<file path="config.mk">
export PLATFORM = sky130hd
export DESIGN_NAME = char_dir_stepper_flat
export DESIGN_NICKNAME = d
export VERILOG_FILES = /design/src/rtl/char_dir_stepper_pkg.sv /design/src/rtl/char_dir_stepper_if.sv /design/src/rtl/char_dir_decode.sv /design/src/rtl/char_dir_stepper.sv /design/src/flat_wrapper.sv
export SDC_FILE = /design/constraint.sdc
export NUM_CORES = 1
export LEC_CHECK = 0
export CAP_MARGIN = 40
export CORE_MARGIN = 2
export CORE_UTILIZATION = 46
export DETAILED_ROUTE_END_ITERATION = 7
export HOLD_SLACK_MARGIN = 0.1
export PLACE_DENSITY = 0.87
export SLEW_MARGIN = 10
export SYNTH_ARGS = -nofsm -noshare
export SYNTH_HDL_FRONTEND = slang
export SYNTH_SLANG_ARGS = --single-unit
</file>
<file path="constraint.sdc">
create_clock -name clk -period 2.05 [get_ports clk]
set_input_delay 0.3075 -clock clk [delete_from_list [all_inputs] [get_ports clk]]
set_output_delay 0.3075 -clock clk [all_outputs]
set_load 0.01 [all_outputs]
</file>
<file path="src/rtl/char_dir_stepper_pkg.sv">
// -----------------------------------------------------------------------------
// char_dir_stepper_pkg
// Shared definitions for the character direction stepper and its neighbours.
//   COORD_W              : width of a grid coordinate
//   coord_t              : grid coordinate type
//   DIR_PX/PY/NX/NY      : 2-bit direction codes (+x, +y, -x, -y)
//   state_t              : stepper FSM states
//   clamp_coord()        : limit a coordinate to a maximum value
// -----------------------------------------------------------------------------
package char_dir_stepper_pkg;

    localparam int COORD_W = 5;

    typedef logic [COORD_W-1:0] coord_t;

    localparam logic [1:0] DIR_PX = 2'd0;
    localparam logic [1:0] DIR_PY = 2'd1;
    localparam logic [1:0] DIR_NX = 2'd2;
    localparam logic [1:0] DIR_NY = 2'd3;

    typedef enum logic [1:0] {
        ST_IDLE    = 2'd0,
        ST_RUN     = 2'd1,
        ST_BLOCKED = 2'd2
    } state_t;

    function automatic coord_t clamp_coord(input coord_t value, input coord_t max_value);
        return (value > max_value) ? max_value : value;
    endfunction

endpackage

</file>
<file path="src/rtl/char_dir_stepper_if.sv">
// -----------------------------------------------------------------------------
// char_dir_stepper_if
// Bundles the stepper's control inputs and status outputs.
//   master : drives tick, dir_valid, charDir, load, load_x, load_y;
//            observes dir_ready, pos_x, pos_y, axis, dir, moving, blocked
//   slave  : the stepper side (mirror of master)
// -----------------------------------------------------------------------------
interface char_dir_stepper_if;
    import char_dir_stepper_pkg::*;

    logic       tick;
    logic       dir_valid;
    logic [1:0] charDir;
    logic       dir_ready;
    logic       load;
    coord_t     load_x;
    coord_t     load_y;
    coord_t     pos_x;
    coord_t     pos_y;
    logic       axis;
    logic       dir;
    logic       moving;
    logic       blocked;

    modport master (
        output tick, dir_valid, charDir, load, load_x, load_y,
        input  dir_ready, pos_x, pos_y, axis, dir, moving, blocked
    );

    modport slave (
        input  tick, dir_valid, charDir, load, load_x, load_y,
        output dir_ready, pos_x, pos_y, axis, dir, moving, blocked
    );

endinterface

</file>
<file path="src/rtl/char_dir_decode.sv">
// -----------------------------------------------------------------------------
// char_dir_decode
// Combinational decode of a 2-bit direction code into axis and sign.
//   code : direction code (0=+x, 1=+y, 2=-x, 3=-y)
//   axis : 0 = x axis, 1 = y axis
//   dir  : 1 = positive, 0 = negative
// -----------------------------------------------------------------------------
module char_dir_decode (
    input  logic [1:0] code,
    output logic       axis,
    output logic       dir
);

    assign axis = code[0];
    assign dir  = ~code[1];

endmodule

</file>
<file path="src/rtl/char_dir_stepper.sv">
// -----------------------------------------------------------------------------
// char_dir_stepper
// Moves a character one grid cell every STEP_DIV game ticks in the latched
// direction, refusing steps that would leave the grid.
//   clk, rst_n : clock and asynchronous active-low reset
//   bus        : slave side of char_dir_stepper_if
//                (tick, direction handshake, position load, position/status)
// Parameters: GRID_W/GRID_H grid size, STEP_DIV ticks per step,
//             START_X/START_Y reset position.
// -----------------------------------------------------------------------------
module char_dir_stepper
    import char_dir_stepper_pkg::*;
#(
    parameter int GRID_W   = 16,
    parameter int GRID_H   = 12,
    parameter int STEP_DIV = 4,
    parameter int START_X  = 0,
    parameter int START_Y  = 0
) (
    input  logic               clk,
    input  logic               rst_n,
    char_dir_stepper_if.slave  bus
);

    localparam int DIV_W = (STEP_DIV > 1) ? $clog2(STEP_DIV) : 1;
    localparam logic [DIV_W-1:0] DIV_LAST = DIV_W'(STEP_DIV - 1);
    localparam coord_t X_MAX   = coord_t'(GRID_W - 1);
    localparam coord_t Y_MAX   = coord_t'(GRID_H - 1);
    localparam coord_t X_START = coord_t'(START_X);
    localparam coord_t Y_START = coord_t'(START_Y);

    state_t           state_q, state_d;
    logic [1:0]       code_q, code_d;
    logic [DIV_W-1:0] div_q, div_d;
    coord_t           pos_x_q, pos_x_d;
    coord_t           pos_y_q, pos_y_d;
    logic             blocked_q, blocked_d;

    logic cur_axis;
    logic cur_dir;
    logic commit;
    logic xfer;
    logic at_edge;

    char_dir_decode u_decode (
        .code (code_q),
        .axis (cur_axis),
        .dir  (cur_dir)
    );

    // A step commits on the last divider tick; the handshake is held off
    // in that cycle so a new direction never races the step being taken.
    assign commit = (state_q == ST_RUN) && bus.tick && (div_q == DIV_LAST);
    assign xfer   = bus.dir_valid && !commit;

    // True when the next step in the latched direction would leave the grid.
    always_comb begin
        at_edge = 1'b0;
        case ({cur_axis, cur_dir})
            2'b01:   at_edge = (pos_x_q == X_MAX);
            2'b00:   at_edge = (pos_x_q == '0);
            2'b11:   at_edge = (pos_y_q == Y_MAX);
            2'b10:   at_edge = (pos_y_q == '0);
            default: at_edge = 1'b0;
        endcase
    end

    // Next-state logic. Priority: tick/step, then load (overrides the step),
    // then direction transfer (overrides the state so load+transfer enters RUN).
    always_comb begin
        state_d   = state_q;
        code_d    = code_q;
        div_d     = div_q;
        pos_x_d   = pos_x_q;
        pos_y_d   = pos_y_q;
        blocked_d = 1'b0;

        if ((state_q == ST_RUN) && bus.tick) begin
            if (commit) begin
                div_d = '0;
                if (at_edge) begin
                    blocked_d = 1'b1;
                    state_d   = ST_BLOCKED;
                end else if (!cur_axis) begin
                    pos_x_d = cur_dir ? (pos_x_q + coord_t'(1)) : (pos_x_q - coord_t'(1));
                end else begin
                    pos_y_d = cur_dir ? (pos_y_q + coord_t'(1)) : (pos_y_q - coord_t'(1));
                end
            end else begin
                div_d = div_q + 1'b1;
            end
        end

        if (bus.load) begin
            pos_x_d   = clamp_coord(bus.load_x, X_MAX);
            pos_y_d   = clamp_coord(bus.load_y, Y_MAX);
            div_d     = '0;
            blocked_d = 1'b0;
            state_d   = state_q;
        end

        if (xfer) begin
            code_d  = bus.charDir;
            div_d   = '0;
            state_d = ST_RUN;
        end
    end

    always_ff @(posedge clk or negedge rst_n) begin
        if (!rst_n) begin
            state_q   <= ST_IDLE;
            code_q    <= DIR_PX;
            div_q     <= '0;
            pos_x_q   <= X_START;
            pos_y_q   <= Y_START;
            blocked_q <= 1'b0;
        end else begin
            state_q   <= state_d;
            code_q    <= code_d;
            div_q     <= div_d;
            pos_x_q   <= pos_x_d;
            pos_y_q   <= pos_y_d;
            blocked_q <= blocked_d;
        end
    end

    assign bus.dir_ready = !commit;
    assign bus.pos_x     = pos_x_q;
    assign bus.pos_y     = pos_y_q;
    assign bus.axis      = cur_axis;
    assign bus.dir       = cur_dir;
    assign bus.moving    = (state_q == ST_RUN);
    assign bus.blocked   = blocked_q;

endmodule

</file>
<file path="src/flat_wrapper.sv">
// flat-port wrapper written by rule: the top's interface ports become plain ports
module char_dir_stepper_flat import char_dir_stepper_pkg::*;
#(
    parameter int GRID_W   = 16,
    parameter int GRID_H   = 12,
    parameter int STEP_DIV = 4,
    parameter int START_X  = 0,
    parameter int START_Y  = 0
)
  (clk, rst_n, bus_tick, bus_dir_valid, bus_charDir, bus_load, bus_load_x, bus_load_y, bus_dir_ready, bus_pos_x, bus_pos_y, bus_axis, bus_dir, bus_moving, bus_blocked);
  char_dir_stepper_if bus_i ();
  input  logic clk;
  input  logic rst_n;
  input wire logic [$bits(bus_i.tick)-1:0] bus_tick;
  input wire logic [$bits(bus_i.dir_valid)-1:0] bus_dir_valid;
  input wire logic [$bits(bus_i.charDir)-1:0] bus_charDir;
  input wire logic [$bits(bus_i.load)-1:0] bus_load;
  input wire logic [$bits(bus_i.load_x)-1:0] bus_load_x;
  input wire logic [$bits(bus_i.load_y)-1:0] bus_load_y;
  output wire logic [$bits(bus_i.dir_ready)-1:0] bus_dir_ready;
  output wire logic [$bits(bus_i.pos_x)-1:0] bus_pos_x;
  output wire logic [$bits(bus_i.pos_y)-1:0] bus_pos_y;
  output wire logic [$bits(bus_i.axis)-1:0] bus_axis;
  output wire logic [$bits(bus_i.dir)-1:0] bus_dir;
  output wire logic [$bits(bus_i.moving)-1:0] bus_moving;
  output wire logic [$bits(bus_i.blocked)-1:0] bus_blocked;
  assign bus_i.tick = bus_tick;
  assign bus_i.dir_valid = bus_dir_valid;
  assign bus_i.charDir = bus_charDir;
  assign bus_i.load = bus_load;
  assign bus_i.load_x = bus_load_x;
  assign bus_i.load_y = bus_load_y;
  assign bus_dir_ready = bus_i.dir_ready;
  assign bus_pos_x = bus_i.pos_x;
  assign bus_pos_y = bus_i.pos_y;
  assign bus_axis = bus_i.axis;
  assign bus_dir = bus_i.dir;
  assign bus_moving = bus_i.moving;
  assign bus_blocked = bus_i.blocked;
  char_dir_stepper #(.GRID_W(GRID_W), .GRID_H(GRID_H), .STEP_DIV(STEP_DIV), .START_X(START_X), .START_Y(START_Y)) u_core (.clk(clk), .rst_n(rst_n), .bus(bus_i));
endmodule
</file>
* After elaboration in Yosys (flattened, before gate mapping) *
Index checks and enable logic that the tools add are counted.

word-level totals
  register bits = 17
  output and inout port bits = 15
  logic and storage cells = 69

operators by class
  add/sub/neg operators = 5
  $lt $le $gt $ge = 2
  eq/ne operators = 10
  multiplexer cells = 28
  bitwise logic cells = 1
  reductions and logical operators = 17

operators by type and width
  kind                                                            number
  2-to-1 mux 5 bit                                                14
  2-to-1 mux 2 bit                                                9
  AND reduction 4 bit                                             3
  nonzero test 2 bit                                              6
  adder 5 x 1 -> 5 bit (second input constant)                    2
  equality test 5 x 4 -> 1 bit (second input constant)            2
  greater-than comparator 5 x 4 -> 1 bit (second input constant)  2
  zero test 5 bit                                                 2
  subtractor 5 x 1 -> 5 bit (second input constant)               2
  equality test 2 bit (second input constant)                     3
  equality test 2 x 1 -> 1 bit (second input constant)            2
  2-to-1 mux 1 bit                                                4
  != test 2 bit (second input constant)                           2
  one-hot mux 1 bit (4 select lines)                              1
  logical AND 1 bit                                               3
  nonzero test 3 bit                                              1
  adder 2 x 1 -> 2 bit (second input constant)                    1
  zero test 2 bit                                                 1
  != test 2 x 1 -> 1 bit (second input constant)                  1
  zero test 1 bit                                                 1
  NOT 1 bit                                                       1

* Logic depth before layout (Yosys ltp) *
Gate-level depths: netlist of run 1.

  word-level depth = 8
  gate-level depth with buffers = 6
  depth with buffers taken out = 6

* By module *
A second synthesis of run 1 with hierarchy kept.

second synthesis, totals
  cell total of the unflattened synthesis = 122
  area total of the unflattened synthesis = 1139.8 um^2

modules (own cells, without submodules)
  module            instances  cells an instance  area each (um^2)  sequential area each (um^2)
  char_dir_stepper  1          120                1128.6            425.4
  char_dir_decode   1          2                  11.3              0.0

* Worst setup path after synthesis of run 1 *
No wires, ideal clock.

  path type = reg-to-reg
  start point = register u_core.pos_x_q[0], in the netlist u_core.bus.pos_x[0]
  end point = register u_core.pos_x_q[4], in the netlist u_core.bus.pos_x[4]
  library setup time = 0.079 ns
  arrival = 1.765 ns
  setup slack = 0.206 ns
  stages on the path, launching flop included = 7
  path through = dfrtp_1 fa_1 a21o_1 a21oi_1 xnor2_1 or3_1 a21oi_1

between the ends
  word-level cells in the longest chain between the ends = 7
  elaborated cells on any way between the ends = 13
  those cells by class = add/sub (2); eq/ne (2); mux (7); reduce/logical (2)

ends and longest elaborated chain
  item                                                               RTL line                 source
  start, declared                                                    char_dir_stepper.sv:35   coord_t pos_x_q, pos_x_d;
  start signal, assigned                                             char_dir_stepper.sv:121  pos_x_q <= pos_x_d;
  adder 5 x 1 -> 5 bit or subtractor 5 x 1 -> 5 bit (tied branches)  char_dir_stepper.sv:85   pos_x_d = cur_dir ? (pos_x_q + coord_t'(1)) : (pos_x_q - coord_t'(1));
  2-to-1 mux 5 bit                                                   char_dir_stepper.sv:85
  2-to-1 mux 5 bit                                                   char_dir_stepper.sv:84   end else if (!cur_axis) begin
  2-to-1 mux 5 bit                                                   char_dir_stepper.sv:81   if (at_edge) begin
  2-to-1 mux 5 bit                                                   char_dir_stepper.sv:79   if (commit) begin
  2-to-1 mux 5 bit                                                   char_dir_stepper.sv:78   if ((state_q == ST_RUN) && bus.tick) begin
  2-to-1 mux 5 bit                                                   char_dir_stepper.sv:94   if (bus.load) begin

Several ways; a longest one is shown, not always the timed one. The select of a mux whose other input is x is not followed.
A chain may end at the register's enable or synchronous reset.

* Worst setup path after layout of run 1 *
  start point = input bus_tick
  end point = output bus_dir_ready

between the ends
  word-level cells in the longest chain between the ends = 3

ends and longest elaborated chain
  item                             RTL line                 source
  start, declared                  flat_wrapper.sv:14       input wire logic [$bits(bus_i.tick)-1:0] bus_tick;
  logical AND 1 bit (2 in series)  char_dir_stepper.sv:53   assign commit = (state_q == ST_RUN) && bus.tick && (div_q == DIV_LAST);
  zero test 1 bit                  char_dir_stepper.sv:127  assign bus.dir_ready = !commit;
  end, declared                    flat_wrapper.sv:20       output wire logic [$bits(bus_i.dir_ready)-1:0] bus_dir_ready;

No other way between the ends.

==> run summary, run 1 <==
# diodes: 0
R2R cell count: 6
Yosys reg bits: 17
Max Freq: 499 MHz
clk root buf: clkbuf_4
power after layout: 0.000906 W
worst reg2reg path startpoint: u_core.bus.pos_x[0]
RR Endpoint: u_core.bus.pos_x[4]
Max IR drop VDD: 0.535 mV
Worst EP required: 1.74 ns
Final Cell Area: 1510 µm²
fillers: 170
Placer Congestion: 0.759
CTS tree: done
number of H-tree levels: 1
Layout Skew: 0.00295 ns
Slew Viols, Final: 0
Synth cell types: 36
sequential share of the synthesized area: 38.8%
Mapped Area: 1100 µm²
critical path's slowest cell: clkdlybuf4s50_1
DP HPWL: 1980 µm
DP Area: 1470 µm²
Hold WS: 0.334 ns
setup_tns: 0 ns
multi-input combinational cell area: 668 µm²
global-route usage over all layers: 20.9%
quantity of I/O buffers inserted on ports: 31
initial core utilization: 49.1%
global route overflow: 0
critical path data arrival time: 1.70 ns
Core ar.: 2230 µm²
Final min period: 2.00 ns
clk sinks: 17
Synth Instances: 110
I/O Pins: 32
Detailed Route Iter0 Violations: 14
postcts setup bufs: 0
Hold Violations, Final: 0
RSZ-0062 raised after global routing: true
FF-to-FF setup slack: 0.13 ns
final worst path period share: 97.7%
Max Buffers Root-to-Sink: 2
Clk Latency, worst-skew pair: 0.28 ns
DP Worst Slack: 0.0702 ns
Layout area overhead: 37.9%
global-route wire length before repair: 4230 µm
via count: 1,004
number of core rows: 17
chip width: 52.8 µm
Clock transition at path regs: 0.10 ns
Syn Nets: 136
crit path kind: primary input to output pin
Die Y: 52.8 µm
CTS Buf Count: 3
wire length per cell: 14.8 µm
ordered list of cells on the worst path: clkdlybuf4s50_1 > and3b_1 > nand2_1 > clkdlybuf4s50_1
drt drc: 0
Detailed Routing Iterations Pass 1: 4
largest fanout on the critical path: 4
cell leakage power: 0.656 nW
status: complete, no violations
maxcap violations: 0
CP Launch Type: primary input
Worst path most repeated cell: clkdlybuf4s50_1
Antenna Nets Post-Route: 0
Critical Path Max Stage Delay: 0.57 ns
fin worst setup slack: 0.0469 ns
via/cell ratio: 5.70
vias in the first global route: 930
pwr dens: 600 nW/µm²
Avg Cell Area, Syn: 9.96 µm²
full die area: 2790 µm²
Synth area leaders: dfrtp_1 (39%), ha_1 (8.0%), mux2i_1 (4.6%), o21ai_0 (4.1%), a21oi_1 (3.7%)
drt total wl: 2600 µm
Ys Warns: 0
initial antenna violation count: 0
area share of the largest cell type after synthesis: 38.8%
Setup violations, final: 0
FF+latch area: 427 µm²
Slew HR: 75.7%
nets@finish: 175
largest net degree at the start of global routing: 18
Slew @ Worst Pin: 0.364 ns
HP Class: primary input to asynchronous set/reset pin
share of post-route cells with drive strength above 1: 10.1%
CP Capture Type: output pin
post-synth top area cell: dfrtp_1
[timing repair]
item,4_1_cts,5_1_grt
endpoints found under the setup margin,0,13
endpoints found under the hold margin,0,0
hold buffers,0,0
resized for setup,0,3
[worst max-delay path, delay by kind of cell]
| kind | cells | cell delay, ns |
|---|---|---|
| and+or+nand+nor | 2 | 0.39 |
| buffers and inverters | 2 | 0.99 |
[per-stage QoR]
stage	cells	utilization (%)
5_1_grt	176	67.7
6_report	176	67.7
3_3_place_gp	172	65.9
2_1_floorplan	110	-
3_5_place_dp	172	65.9
4_1_cts	176	67.1
[kinds of logic (layout without fill, tap and decap cells)]
family	count (synthesis)	in the layout	synth area share [%]
AO/OA/AOI/OAI	32	32	18.2
XOR/XNOR	7	7	5.59
adder cells (fa/ha/maj)	9	9	11.6
buffers and inverters	4	42	1.37
flip-flops	17	17	38.8
multiplexers	7	7	6.62
AND/OR/NAND/NOR	34	34	17.8
[synth_stat cells (all sizes together)]
| cell type | instances |
|---|---|
| a21oi | 8 |
| clkbuf | 1 |
| and3 | 2 |
| nor2 | 6 |
| nand3b | 1 |
| and4b | 1 |
| o21a | 1 |
| buf | 1 |
| nor4b | 1 |
| xor2 | 3 |
| nand2b | 1 |
| inv | 2 |
| mux2i | 5 |
| a311oi | 1 |
| or4 | 1 |
| nor4 | 1 |
| ha | 7 |
| o21ai | 9 |
| o22ai | 3 |
| xnor2 | 4 |
| or3 | 2 |
| nand2 | 10 |
| a21o | 5 |
| nor3b | 1 |
| mux2 | 2 |
| nor3 | 2 |
| fa | 2 |
| dfrtp | 17 |
| and3b | 1 |
| o211ai | 2 |
| o32ai | 1 |
| a31oi | 2 |
| nand3 | 2 |
| nand4 | 2 |
[worst max-delay path by stage]
stage	slack [ns]	from	endpoint	cells after the start
floorplan	0.21	u_core.bus.pos_x[0]	u_core.bus.pos_x[4]	6
global placement	0.11	u_core.code_q[1]	u_core.bus.pos_x[4]	6
detailed placement	0.07	bus_tick	bus_dir_ready	4
CTS	0.06	bus_tick	bus_dir_ready	4
global route	-0.01	u_core.div_q[0]	bus_dir_ready	3
finish	0.05	bus_tick	bus_dir_ready	4
[area by class of cell]
type                       count  share of cell area [%]
clock buffer                   4                    1.74
sequential                    17                    28.2
tap                           28                    2.32
inverter                       2                   0.497
timing repair buffer          36                    23.0
multi-input combinational     89                    44.2
[state kept, by name, indices dropped and copies added, names as in the netlist]
signal,count
u_core.state_q,2
u_core.code_q,2
u_core.bus.blocked,1
u_core.bus.pos_x,5
u_core.div_q,2
u_core.bus.pos_y,5
[power breakdown]
group	switching, W	internal, W	total (W)
Clock	0.000104	0.0000755	0.000179
Sequential	0.0000470	0.000361	0.000408
Combinational	0.000138	0.000181	0.000319
[layout by cell type (no fill, tap or decap), types with 2 or more instances in the layout]
cell	instances
dfrtp_1	16
nand2_1	10
mux2i_1	5
or3_1	2
o21ai_0	9
a21o_1	5
clkbuf_4	3
mux2_2	2
clkdlybuf4s50_1	31
inv_1	2
o22ai_1	3
xnor2_1	4
fa_1	2
nor2_1	6
nor3_1	2
a21oi_1	8
nand3_1	2
and3_1	2
ha_1	7
xor2_1	3
buf_4	5
[routing by layer]
layer	vias to the layer above	part of all wire, %	GRT usage, %
met5	-	0	0
met4	0	2.0	8.97
met3	8	4.6	2.29
met2	29	50	32.3
met1	475	43	29.6
li1	492	-	-
Note: power is estimated with default switching activity, not from simulation.
==> inputs of run 2 (changes only) <==
Settings changed: HOLD_SLACK_MARGIN 0.1 to 0.12.
==> results of run 2 <==
The final DEF is identical to that of run 1; final timing and power are the same.
